File: src/rtl/alu_pkg.sv
// Shared definitions for the iterative ALU: op codes, FSM states and op-class helper.
package alu_pkg;

    localparam logic [3:0] OP_AND   = 4'b0000;
    localparam logic [3:0] OP_OR    = 4'b0001;
    localparam logic [3:0] OP_ADD   = 4'b0010;
    localparam logic [3:0] OP_XOR   = 4'b0011;
    localparam logic [3:0] OP_NOT   = 4'b0100;
    localparam logic [3:0] OP_NOR   = 4'b0101;
    localparam logic [3:0] OP_SUB   = 4'b0110;
    localparam logic [3:0] OP_SLT   = 4'b0111;
    localparam logic [3:0] OP_SLTU  = 4'b1000;
    localparam logic [3:0] OP_SLL   = 4'b1001;
    localparam logic [3:0] OP_SRL   = 4'b1010;
    localparam logic [3:0] OP_SRA   = 4'b1011;
    localparam logic [3:0] OP_MULLO = 4'b1100;
    localparam logic [3:0] OP_MULHU = 4'b1101;
    localparam logic [3:0] OP_DIVU  = 4'b1110;
    localparam logic [3:0] OP_REMU  = 4'b1111;

    typedef enum logic [1:0] {IDLE, CALC, DONE} state_t;

    // The top quarter of the op space is handled by the iterative mul/div unit.
    function automatic logic is_multicycle(input logic [3:0] op);
        return op[3:2] == 2'b11;
    endfunction

endpackage

File: src/rtl/alu_iter_mdu.sv
// mdu_iter: WIDTH-step shift-add multiplier / restoring divider.
// hi/lo registers are shared: mul keeps {partial product, multiplier},
// div keeps {remainder, dividend->quotient}. op[0] selects hi (MULHU/REMU) or lo.
// done/result are combinational on the final step so the caller can register
// the post-step value on the same edge.
module mdu_iter #(
    parameter int WIDTH = 32,
    parameter int SHW   = $clog2(WIDTH)
) (
    input  logic             clk,
    input  logic             rst,
    input  logic             start,
    input  logic [1:0]       op,
    input  logic [WIDTH-1:0] a,
    input  logic [WIDTH-1:0] b,
    output logic             done,
    output logic [WIDTH-1:0] result
);

    logic             running;
    logic [SHW-1:0]   cnt;
    logic [1:0]       op_q;
    logic [WIDTH-1:0] d_q;      // multiplicand or divisor
    logic [WIDTH-1:0] hi_q, lo_q;
    logic [WIDTH-1:0] hi_n, lo_n;
    logic [WIDTH:0]   sum, trial;

    // One mul or div step from the current hi/lo state.
    always_comb begin
        sum   = {1'b0, hi_q} + {1'b0, (lo_q[0] ? d_q : {WIDTH{1'b0}})};
        trial = {hi_q, lo_q[WIDTH-1]} - {1'b0, d_q};
        hi_n  = hi_q;
        lo_n  = lo_q;
        if (op_q[1]) begin
            // A clear borrow bit means the divisor fits: keep the difference, quotient bit 1.
            // Divisor 0 always fits, which yields all-ones quotient and remainder = dividend.
            if (!trial[WIDTH]) begin
                hi_n = trial[WIDTH-1:0];
                lo_n = {lo_q[WIDTH-2:0], 1'b1};
            end else begin
                hi_n = {hi_q[WIDTH-2:0], lo_q[WIDTH-1]};
                lo_n = {lo_q[WIDTH-2:0], 1'b0};
            end
        end else begin
            {hi_n, lo_n} = {sum, lo_q[WIDTH-1:1]};
        end
    end

    assign done   = running && (cnt == SHW'(WIDTH - 1));
    assign result = op_q[0] ? hi_n : lo_n;

    // Load operands on start, then advance one step per cycle for WIDTH cycles.
    always_ff @(posedge clk) begin
        if (rst) begin
            running <= 1'b0;
            cnt     <= '0;
            op_q    <= '0;
            d_q     <= '0;
            hi_q    <= '0;
            lo_q    <= '0;
        end else if (start) begin
            running <= 1'b1;
            cnt     <= '0;
            op_q    <= op;
            d_q     <= op[1] ? b : a;
            hi_q    <= '0;
            lo_q    <= op[1] ? a : b;
        end else if (running) begin
            hi_q <= hi_n;
            lo_q <= lo_n;
            cnt  <= cnt + 1'b1;
            if (done)
                running <= 1'b0;
        end
    end

endmodule

File: src/rtl/alu_iter.sv
// alu_iter: registered ALU with valid/ready handshake and iterative mul/div.
// Optional macro ALU_OVERFLOW_EN adds the registered signed-overflow output ovf.
module alu_iter
    import alu_pkg::*;
#(
    parameter int WIDTH = 32,
    parameter int SHW   = $clog2(WIDTH)
) (
    input  logic             clk,
    input  logic             rst,
    input  logic             in_valid,
    output logic             in_ready,
    input  logic [3:0]       op,
    input  logic [WIDTH-1:0] num1,
    input  logic [WIDTH-1:0] num2,
    output logic             out_valid,
    input  logic             out_ready,
    output logic [WIDTH-1:0] ans,
    output logic             zero,
    output logic             busy
`ifdef ALU_OVERFLOW_EN
    ,
    output logic             ovf
`endif
);

    state_t           state_q, state_d;
    logic             ld_alu, ld_mdu, mdu_start, mdu_done;
    logic [WIDTH-1:0] alu_r, mdu_res;
    logic [SHW-1:0]   sh;

    assign sh = num2[SHW-1:0];

    mdu_iter #(.WIDTH(WIDTH), .SHW(SHW)) u_mdu (
        .clk    (clk),
        .rst    (rst),
        .start  (mdu_start),
        .op     (op[1:0]),
        .a      (num1),
        .b      (num2),
        .done   (mdu_done),
        .result (mdu_res)
    );

    // Single-cycle datapath on the live inputs; registered only on accept.
    always_comb begin
        alu_r = '0;
        case (op)
            OP_AND:  alu_r = num1 & num2;
            OP_OR:   alu_r = num1 | num2;
            OP_ADD:  alu_r = num1 + num2;
            OP_XOR:  alu_r = num1 ^ num2;
            OP_NOT:  alu_r = ~num1;
            OP_NOR:  alu_r = ~(num1 | num2);
            OP_SUB:  alu_r = num1 - num2;
            OP_SLT:  alu_r = {{(WIDTH-1){1'b0}}, ($signed(num1) < $signed(num2))};
            OP_SLTU: alu_r = {{(WIDTH-1){1'b0}}, (num1 < num2)};
            OP_SLL:  alu_r = num1 << sh;
            OP_SRL:  alu_r = num1 >> sh;
            OP_SRA:  alu_r = $signed(num1) >>> sh;
            OP_MULLO, OP_MULHU, OP_DIVU, OP_REMU: alu_r = '0;
            default: alu_r = '0;
        endcase
    end

`ifdef ALU_OVERFLOW_EN
    logic alu_ovf;

    // Signed overflow: the result sign disagrees with what the operand signs allow.
    always_comb begin
        alu_ovf = 1'b0;
        if (op == OP_ADD)
            alu_ovf = (num1[WIDTH-1] == num2[WIDTH-1]) && (alu_r[WIDTH-1] != num1[WIDTH-1]);
        else if (op == OP_SUB)
            alu_ovf = (num1[WIDTH-1] != num2[WIDTH-1]) && (alu_r[WIDTH-1] != num1[WIDTH-1]);
    end
`endif

    // State register.
    always_ff @(posedge clk) begin
        if (rst) state_q <= IDLE;
        else     state_q <= state_d;
    end

    // Next-state and handshake decode.
    always_comb begin
        state_d   = state_q;
        in_ready  = 1'b0;
        out_valid = 1'b0;
        busy      = 1'b1;
        ld_alu    = 1'b0;
        ld_mdu    = 1'b0;
        mdu_start = 1'b0;
        case (state_q)
            IDLE: begin
                in_ready = 1'b1;
                busy     = 1'b0;
                if (in_valid) begin
                    if (is_multicycle(op)) begin
                        mdu_start = 1'b1;
                        state_d   = CALC;
                    end else begin
                        ld_alu  = 1'b1;
                        state_d = DONE;
                    end
                end
            end
            CALC: begin
                if (mdu_done) begin
                    ld_mdu  = 1'b1;
                    state_d = DONE;
                end
            end
            DONE: begin
                out_valid = 1'b1;
                if (out_ready)
                    state_d = IDLE;
            end
            default: state_d = IDLE;
        endcase
    end

    // Result registers: ans and zero (and ovf) always update together.
    always_ff @(posedge clk) begin
        if (rst) begin
            ans  <= '0;
            zero <= 1'b1;
`ifdef ALU_OVERFLOW_EN
            ovf  <= 1'b0;
`endif
        end else if (ld_alu) begin
            ans  <= alu_r;
            zero <= (alu_r == '0);
`ifdef ALU_OVERFLOW_EN
            ovf  <= alu_ovf;
`endif
        end else if (ld_mdu) begin
            ans  <= mdu_res;
            zero <= (mdu_res == '0);
`ifdef ALU_OVERFLOW_EN
            ovf  <= 1'b0;
`endif
        end
    end

endmodule

File: config.mk
export PLATFORM = sky130hd
export DESIGN_NAME = alu_iter
export DESIGN_NICKNAME = d
export VERILOG_FILES = /design/src/rtl/alu_pkg.sv /design/src/rtl/alu_iter_mdu.sv /design/src/rtl/alu_iter.sv
export SDC_FILE = /design/constraint.sdc
export NUM_CORES = 1
export LEC_CHECK = 0
export BUFFER_PORTS_ARGS = -buffer_cell sky130_fd_sc_hd__buf_2
export CAP_MARGIN = 0
export CORE_MARGIN = 1.5
export CORE_UTILIZATION = 40
export CTS_BUF_LIST = sky130_fd_sc_hd__clkbuf_16
export DETAILED_ROUTE_END_ITERATION = 16
export SLEW_MARGIN = 30
export SYNTH_ARGS = -nofsm -noshare
export SYNTH_HDL_FRONTEND = slang
export SYNTH_SLANG_ARGS = --single-unit
File: constraint.sdc
create_clock -name clk -period 7.27 [get_ports clk]
set_input_delay 0.3635 -clock clk [delete_from_list [all_inputs] [get_ports clk]]
set_output_delay 0.3635 -clock clk [all_outputs]
set_load 0.005 [all_outputs]
# Yosys cells after proc, flatten, opt, wreduce, memory -nomap -nowiden
# Index checks and enable logic that the tools add are counted.
[word_totals]
input_bits = 72
reg_bits = 139
elab_cells = 90
output_inout_bits = 36
[op_classes]
eq_ne = 22
n_reduce_logical = 10
magnitude_cmp = 2
n_bitwise = 5
n_addsub = 5
muxes = 34
shift = 3
[ops]
columns = ["op", "count"]
rows = [
  ["32-bit one-hot mux with 13 select lines", 1],
  ["32-bit 2-to-1 mux", 11],
  ["32-bit zero test", 2],
  ["32-bit less-than comparator", 2],
  ["32-bit NOT", 2],
  ["32-bit by 32-bit adder with 33-bit output", 1],
  ["33-bit by 32-bit subtractor with 33-bit output", 1],
  ["32-bit adder", 1],
  ["32-bit AND", 1],
  ["4-bit == test, second input constant", 8],
  ["32-bit bitwise OR", 1],
  ["32-bit by 5-bit << shifter with 32-bit output", 1],
  ["32-bit by 5-bit right shift with 32-bit output", 1],
  ["32-bit by 5-bit >>> shifter with 32-bit output", 1],
  ["32-bit subtractor", 1],
  ["32-bit bitwise XOR", 1],
  ["1-bit 2-to-1 mux", 17],
  ["4-bit by 3-bit == test with 1-bit output, second input constant", 4],
  ["4-bit by 2-bit == test with 1-bit output, second input constant", 2],
  ["2-bit 2-to-1 mux", 4],
  ["2-bit inequality test, second input constant", 3],
  ["2-bit one-hot mux with 3 select lines", 1],
  ["5-bit by 1-bit adder with 5-bit output, second input constant", 1],
  ["5-bit == test, second input constant", 1],
  ["other kinds (10)", 12],
]

# Depth between registers and ports, before layout
# Gate-level depths: netlist of the first run.
[depth]
depth_word = 7
ltp_mapped = 19
mapped_depth_nobuf = 17

# Hierarchy
# A second synthesis of the first run with hierarchy kept.
[unflattened]
hier_cells = 2943
area_unflattened_um2 = 21891.0
[modules_own_cells]
columns = ["module", "cells_each", "instances", "area_each_um2", "seq_area_each_um2"]
rows = [
  ["alu_iter", 1717, 1, 12304.3, 700.7],
  ["mdu_iter", 1226, 1, 9586.7, 2082.0],
]

# Worst setup path before layout of the first run
# No wires, ideal clock.
[synth_timing]
kind = "input to register"
from = "input num2[2]"
to = "register zero"
t_arrival_ns = 5.047
path_stages = 19
path_slack_ns = 2.139
n_path_buf = 4
t_required_ns = 7.186
cell_sequence = "clkbuf_1 -> inv_2 -> buf_1 -> clkbuf_1 -> buf_1 -> ha_1 -> a21o_1 -> a221o_1 -> a2111oi_0 -> o31ai_1 -> a31oi_1 -> xnor2_1 -> nor2_1 -> o32a_1 -> nand2b_1 -> or4_1 -> nor4_1 -> a221oi_1 -> o31ai_2"
[synth_via]
elab_chain_cells = 5
word_cells_on_any_way = 14
cone_classes = "add/sub: 2; order compare: 2; shift: 3; mux: 2; bitwise: 4; reduce/logical: 1"
[synth_lines]
columns = ["element", "line", "rtl"]
rows = [
  ["start: declaration", "alu_iter.sv:15", "input logic [WIDTH-1:0] num2,"],
  ["parallel branches: the longest is 2 deep, another holds 32-bit subtractor", "--", ""],
  ["32-bit one-hot mux with 13 select lines *", "alu_iter.sv:48", "case (op)"],
  ["32-bit zero test *", "alu_iter.sv:133", "zero <= (alu_r == '0);"],
  ["1-bit 2-to-1 mux *", "alu_iter.sv:131", "end else if (ld_alu) begin"],
  ["end signal: assignment", "alu_iter.sv:133", ""],
  ["end signal: assignment", "alu_iter.sv:139", "zero <= (mdu_res == '0);"],
  ["end: declaration", "alu_iter.sv:19", "output logic zero,"],
]
# Mark *: on every way between the ends.
# A chain may end at the register's enable or synchronous reset.

# Final worst setup path of the first run
# Ends and elaborated chain as after synthesis.

==> run summary, run 1 <==
Vias -> 24.6k
Gr usage total -> 35.3%
Critical Path RT -> 7620 ps
Worst path cell trace -> buf_2 > inv_2 > buf_4 > ha_1 > nor2_1 > a221oi_1 > o31a_1 > o21ai_0 > a21oi_1 > a221oi_1 > o211ai_1 > o2bb2ai_1 > nand2b_1 > or4_1 > nor4_1 > a221oi_1 > o31ai_2
Post-DP Area -> 22900 µm²
Hold Slack -> 199 ps
DP Cell Count -> 3635
HP Class -> in -> reg
Post-Route Skew -> 8.51 ps
Slowest stage delay, CP -> 670 ps
Number of flops mapped to enable cells by yosys -> 0
Post-CTS resize count -> 0
Crit end category -> flop
Clk_lat worst skew -> 430 ps
Area grow syn2layout -> 6.78%
CP Data Arrival Time -> 5790 ps
Vias in the first global route -> 23.1k
HPWL Detailed -> 79200 µm
Hold_buf cts -> 0
Port bufs -> 107
Status -> finished, final reports clean
First-pass GRT wire length -> 151000 µm
Hold_sp -> out_ready
Count leader, synth -> nor2_1
DRT Pass-1 Iters -> 9
Post-Syn Area per Cell -> 7.25 µm²
DRT iter0 DRCs -> 2735
Fin. max-slew vios -> 0
Top cell type's share of synthesized area -> 12.6%
Internal power -> 2.03 mW
Fin. Hold Viols -> 0
Synth unique cells -> 89
# rows -> 85
Final instance area -> 23600 µm²
Drt wl/cell -> 28.1 µm
Layout cells sized above 1 -> 11.3%
Clock Pin Slew Worst Setup and Hold Paths -> 60 ps
Static leakage -> 9.27 nW
Sw Ratio -> 42.7%
Sequential Power Share -> 24.1%
Worst reg-to-reg setup slack -> 1930 ps
Nets -> 3200
GP Congestion -> 1.03
FF-to-FF path depth -> 16
Crit path kind -> in -> reg
Yosys warning count -> 0
Seq cells post-synth -> 139
Hold Path Cell Cnt -> 3
Startpoint class of the critical path -> input port
Die Area -> 56600 µm²
# setup viols final -> 0
Syn Inst Count -> 3045
Slowest-stage cell, CP -> o211ai_1
Slew @ Worst Pin -> 1110 ps
Max VDD drop -> 0.177 mV
Slew HR -> 25.5%
Sequential area share after synthesis -> 12.6%
H-tree levels -> 4
Synth area leaders -> dfxtp_1 (13%), ha_1 (9.4%), mux2i_1 (8.1%), nor2_1 (6.6%), a211oi_1 (5.7%)
FF-to-FF End -> zero
Vias per cell -> 6.70
Tcrit/Tclk final -> 74.7%
Final min period -> 5430 ps
Post-Syn Area -> 22100 µm²
Post-synth top area cell -> dfxtp_1
Die Width -> 238 µm
Initial Util -> 40.7%
Sinks on Clock Net -> 139
Worst Hold Path EP -> state_q[1]
Clock Path Buffers -> 2
Post-Layout Cell Count -> 3673
I/O pins -> 108
Routed WL -> 103000 µm
Die Ht -> 238 µm
Worst r2r src -> u_mdu.lo_q[31]
Crit-path most repeated cell -> a221oi_1
Initial antenna violation count -> 7
Max Fclk -> 184 MHz
Grt ovf -> 0
Pwr dens -> 150 nW/µm²
Synth cell count leaders -> nor2_1 (386), a21oi_1 (208), nand2_1 (205)
CORE AREA -> 54200 µm²
Max cap viols -> 0
Pin count of the biggest net entering global routing -> 99
Clock Power Share -> 27.5%
Ys flop type -> dfxtp_1
Root Buffer -> clkbuf_16
Asr flop ratio synth -> 0%
TritonCTS clock tree -> done
Post-route DRC -> 0
RSZ-0062 raised after global routing -> no
Gate power share -> 48.4%
CP max FO -> 35
Total CTS buffers -> 17
Net count after synthesis -> 3287
DRT antenna net count -> 0
Post-CTS setup repair buffer count -> 0
Setup TNS -> 0 ps
P_sw -> 1.51 mW
registers in the layout, summed over array words and instances, names as in the netlist:
signal,cells
ans,32
u_mdu.d_q,32
u_mdu.hi_q,32
u_mdu.lo_q,32
u_mdu.cnt,5
state_q,2
u_mdu.op_q,2
u_mdu.running,1
zero,1
layout make-up:
| cell class | count | area (µm²) |
|---|---|---|
| clock inverters | 14 | 206 |
| clock buffers | 18 | 450 |
| inverters | 150 | 563 |
| repair buffers | 157 | 938 |
| flip-flops and latches | 139 | 2790 |
| multi-input cells | 2493 | 17700 |
| well taps | 696 | 871 |
| fillers | 5598 | 30700 |
| diodes | 6 | 15.0 |
stage by stage:
| stage | setup slack (ps) | util (%) | total power, mW |
|---|---|---|---|
| detailed placement | 1760 | 42.2 | 2.52 |
| finish | 1840 | 43.5 | 3.54 |
| global placement | 1740 | 42.2 | 2.52 |
| CTS | 1970 | 43.4 | 3.51 |
| floorplan | 2140 | - | 2.01 |
| global route | 1650 | 43.5 | 3.69 |
power groups by stage:
stage	Combinational [mW]	Sequential (mW)	Clock, mW
after detailed placement	1.65	0.869	0
after CTS	1.67	0.853	0.986
final	1.71	0.854	0.975
after floorplan	1.16	0.846	0
after global placement	1.65	0.869	0
after global routing	1.82	0.857	1.01
worst max-delay path by stage:
stage,startpoint,to,slack (ps),cells after the start
global route,num2[2],zero,1650,17
floorplan,num2[2],zero,2140,19
global placement,num2[2],zero,1740,17
detailed placement,num2[2],zero,1760,17
CTS,u_mdu.lo_q[31],zero,1970,16
finish,num2[2],zero,1840,17
critical path: cells and delay by family:
family	cells	cell delay, ps
AO/OA/AOI/OAI	9	3370
adder cells (fa/ha/maj)	1	360
buffers and inverters	3	830
AND/OR/NAND/NOR	4	840
metal layers:
metal	share of wire, %	track usage, %	wire (µm)
met5	0.013	0	13
met4	6.6	21.2	6770
met3	7.4	4.29	7630
met2	45	57.1	46700
met1	41	45.0	41900
logic make-up after synthesis:
logic type,after synthesis,synth area share [%]
AOI/OAI and AO/OA,984,30.7
xor gates and xnor gates,101,4.01
adders and majority gates,170,9.77
buffers and inverters,413,7.24
DFF,139,12.6
muxes,279,15.4
and+or+nand+nor,959,20.3
cell usage in the layout, fill, tap and decap left out, types with 36 or more instances in the layout:
cell and n:
a21oi_1 208, a21o_1 40, dfxtp_1 136, mux2_2 56, a211oi_1 167, o21ai_0 144
nor2b_1 38, o22ai_1 43, nand2_1 205, buf_4 50, inv_1 143, mux2i_1 179
buf_2 104, a221oi_1 36, nor3_1 61, nand3_1 50, o211ai_1 36, nor2_1 384
ha_1 166, and2_1 50, a31oi_1 40, mux4_2 43, xnor2_1 69
Note: power is estimated with default switching activity, not from simulation.
==> run 2, diff against run 1 <==
- ABC_AREA: unset -> 1
- clock period: 7.27 -> 4.68 ns (I/O delays scaled with it)
==> run summary, run 2 <==
Status -> finished, final reports clean
GP Congestion -> 1.07 (+2.9%)
Vias -> 29.3k (+19%)
Post-Syn Area -> 22800 µm² (+3.2%)
Static leakage -> 12.9 nW (+39%)
Worst path cell trace -> nand2_1 > inv_1 > ha_1 > nand3_1 > nand2_1 > inv_1 > o21ai_0 > nand2_1 > nand2_1 > nand3b_1 > nand2_1 > nand2_1 > nand3_1 > nand3_1 > nand2_1 > nand2_1 > nor2_1 > nand2_1 > nor2_1 > nand3_1 > nand2_1 > nand2_1 > nand2_1
Drt wl/cell -> 25.3 µm (-9.9%)
Total CTS buffers -> 17 (unchanged)
CP max FO -> 21 (-40%)
Startpoint class of the critical path -> flop
Crit end category -> flop
Post-CTS resize count -> 0 (unchanged)
Pin count of the biggest net entering global routing -> 74 (-25%)
Clock Path Buffers -> 2 (unchanged)
Initial antenna violation count -> 2 (-5)
Count leader, synth -> nand2_1
CP Data Arrival Time -> 4630 ps (-1160 ps)
Post-Route Skew -> 16.9 ps (+8.34 ps)
HPWL Detailed -> 107000 µm (+35%)
Die Ht -> 242 µm (+1.6%)
HP Class -> in -> reg
DRT antenna net count -> 0 (unchanged)
Seq cells post-synth -> 139 (unchanged)
Worst path depth -> 23 (+6)
Asr flop ratio synth -> 0% (unchanged)
Root Buffer -> clkbuf_16
FF-to-FF path depth -> 23 (+7)
Slowest stage delay, CP -> 960 ps (+290 ps)
Post-CTS setup repair buffer count -> 0 (unchanged)
First-pass GRT wire length -> 186000 µm (+23%)
Hold Path Cell Cnt -> 3 (unchanged)
Critical Path RT -> 5070 ps (-2550 ps)
H-tree levels -> 4 (unchanged)
Clock Power Share -> 23.7% (-3.8 points)
Post-Synth XOR/XNOR Area -> 0.923% (-3.1 points)
Synth unique cells -> 55 (-38%)
Most common cell after layout, fill and taps aside -> nand2_1
# rows -> 87 (+2.4%)
Largest family of logic cells by synthesized area -> simple AND/OR/NAND/NOR gates
Pwr dens -> 235 nW/µm² (+57%)
Fin. Hold Viols -> 0 (unchanged)
Gr usage total -> 42.6% (+7.3 points)
Tcrit/Tclk final -> 90.6%
# setup viols final -> 0 (unchanged)
Fin. max-slew vios -> 0 (unchanged)
DRT iter0 DRCs -> 3146 (+15%)
Routed WL -> 128000 µm (+24%)
Ys flop type -> dfxtp_1
Crit-path most repeated cell -> nand2_1
Synth cell count leaders -> nand2_1 (1402), inv_1 (536), nand3_1 (477)
Slowest-stage cell, CP -> dfxtp_1
Die Area -> 58400 µm² (+3.1%)
Sw Ratio -> 50.9% (+8.1 points)
Initial Util -> 40.4% (-0.30 points)
Most frequent cells in the layout -> nand2_1 (1402), inv_1 (532), nand3_1 (477)
Clock Pin Slew Worst Setup and Hold Paths -> 70 ps (about the same)
Net count after synthesis -> 4517 (+37%)
Die Width -> 242 µm (+1.6%)
Slew @ Worst Pin -> 1110 ps (-6.33 ps)
Gate power share -> 53.3% (+4.9 points)
Filler cells -> 6655 (+19%)
TritonCTS clock tree -> done
Max cap viols -> 0 (unchanged)
Top cell type's share of synthesized area -> 23.1% (+10 points)
Synth area leaders -> nand2_1 (23%), dfxtp_1 (12%), nand3_1 (10%), ha_1 (9.1%), inv_1 (8.8%)
Setup TNS -> 0 ps (unchanged)
Post-synth top area cell -> nand2_1
CP bufs+invs -> 2 (-1)
Max Fclk -> 236 MHz
Grt ovf -> 0 (unchanged)
Vias in the first global route -> 28.1k (+22%)
Compound-Gate Fraction of Synth Area -> 18.4% (-12 points)
Crit path max-delay family -> simple AND/OR/NAND/NOR gates
Clk_lat worst skew -> 460 ps (+30 ps)
P_sw -> 2.95 mW (+95%)
Final min period -> 4240 ps
Number of flops mapped to enable cells by yosys -> 0 (unchanged)
CORE AREA -> 56400 µm² (+4.0%)
Adder-cell share of the synthesized area -> 9.47% (-0.30 points)
Syn Inst Count -> 4275 (+40%)
Max VDD drop -> 0.181 mV (+2.3%)
Hold Slack -> 69.8 ps (-129 ps)
Crit path kind -> reg -> reg
Slew HR -> 26.1% (+0.62 points)
Mux contribution to synthesized area -> 1.05% (-14 points)
Sinks on Clock Net -> 139 (unchanged)
Sequential Power Share -> 23.0% (-1.1 points)
Synth Area in Simple Gates -> 45.5% (+25 points)
Yosys warning count -> 0 (unchanged)
Hold_buf cts -> 0 (unchanged)
Port bufs -> 107 (unchanged)
Post-route DRC -> 0 (unchanged)
Layout cells sized above 1 -> 6.89% (-4.5 points)
I/O pins -> 108 (unchanged)
Sequential area share after synthesis -> 12.2% (-0.39 points)
Post-Syn Area per Cell -> 5.33 µm² (-26%)
DRT Pass-1 Iters -> 6 (-3)
Nets -> 4526 (+41%)
RSZ-0062 raised after global routing -> no
Internal power -> 2.85 mW (+40%)
Area grow syn2layout -> 8.12%
Vias per cell -> 5.80 (-13%)
## run 2: power groups by stage
stage	logic, mW	registers, mW	clock network, mW
3_3_place_gp	3.00	1.36	0
3_5_place_dp	2.98	1.35	0
2_1_floorplan	1.97	1.31	0
5_1_grt	3.34	1.34	1.43
6_report	3.09	1.33	1.38
4_1_cts	3.00	1.33	1.39
## run 2: cell type report
| cell class | count | area, µm² | area share (%) |
|---|---|---|---|
| Timing Repair Buffer | 177 | 1100 | 4.45 |
| Tap cell | 756 | 946 | 3.84 |
| Clock buffer | 17 | 425 | 1.73 |
| Clock inverter | 15 | 151 | 0.615 |
| Antenna cell | 1 | 2.50 | 0.0102 |
| Multi-Input combinational cell | 3401 | 17200 | 69.7 |
| Sequential cell | 139 | 2790 | 11.3 |
| Inverter | 548 | 2060 | 8.35 |
## run 2: kinds of logic (layout without fill, tap and decap cells)
kind of cell / after synthesis / count (layout)
compound gates: 735 / 735
xor+xnor: 24 / 24
fa+ha+maj: 170 / 170
buf+inv: 735 / 757
flops: 139 / 139
mux: 24 / 24
other cells: 0 / 1
simple gates: 2448 / 2448
## run 2: metrics by stage
| step | util, % | worst slack, ps | instances | instance area (µm²) | power (mW) |
|---|---|---|---|---|---|
| floorplan | - | 1680 | 4275 | 22800 | 3.28 |
| global placement | 42.6 | 531 | 5020 | 24000 | 4.36 |
| detailed placement | 42.7 | 603 | 5021 | 24100 | 4.34 |
| CTS | 43.7 | 556 | 5053 | 24600 | 5.72 |
| global route | 43.7 | 189 | 5054 | 24600 | 6.11 |
| finish | 43.7 | 440 | 5054 | 24600 | 5.80 |
## run 2: path summary, 6_finish.rpt
kind / from / to / slack, ps
worst max register to register: u_mdu.lo_q[0] / zero / 440
worst min register to register: u_mdu.lo_q[29] / u_mdu.lo_q[29] / 470
worst max-delay path: u_mdu.lo_q[0] / zero / 440
worst min-delay path: num2[27] / u_mdu.d_q[27] / 70
## run 2: layer usage
metal  GRT usage [%]  up-vias  part of all wire (%)
li1                -    14000                     -
met1            50.3    13500                    39
met2            70.0     1421                    45
met3            6.09      394                   7.1
met4            32.2        0                   8.7
met5               0        -                     0
## run 2: tightest hold or removal path, stage by stage
cell and delay, ps:
buf_2 110, nand2_1 60, a31oi_1 70
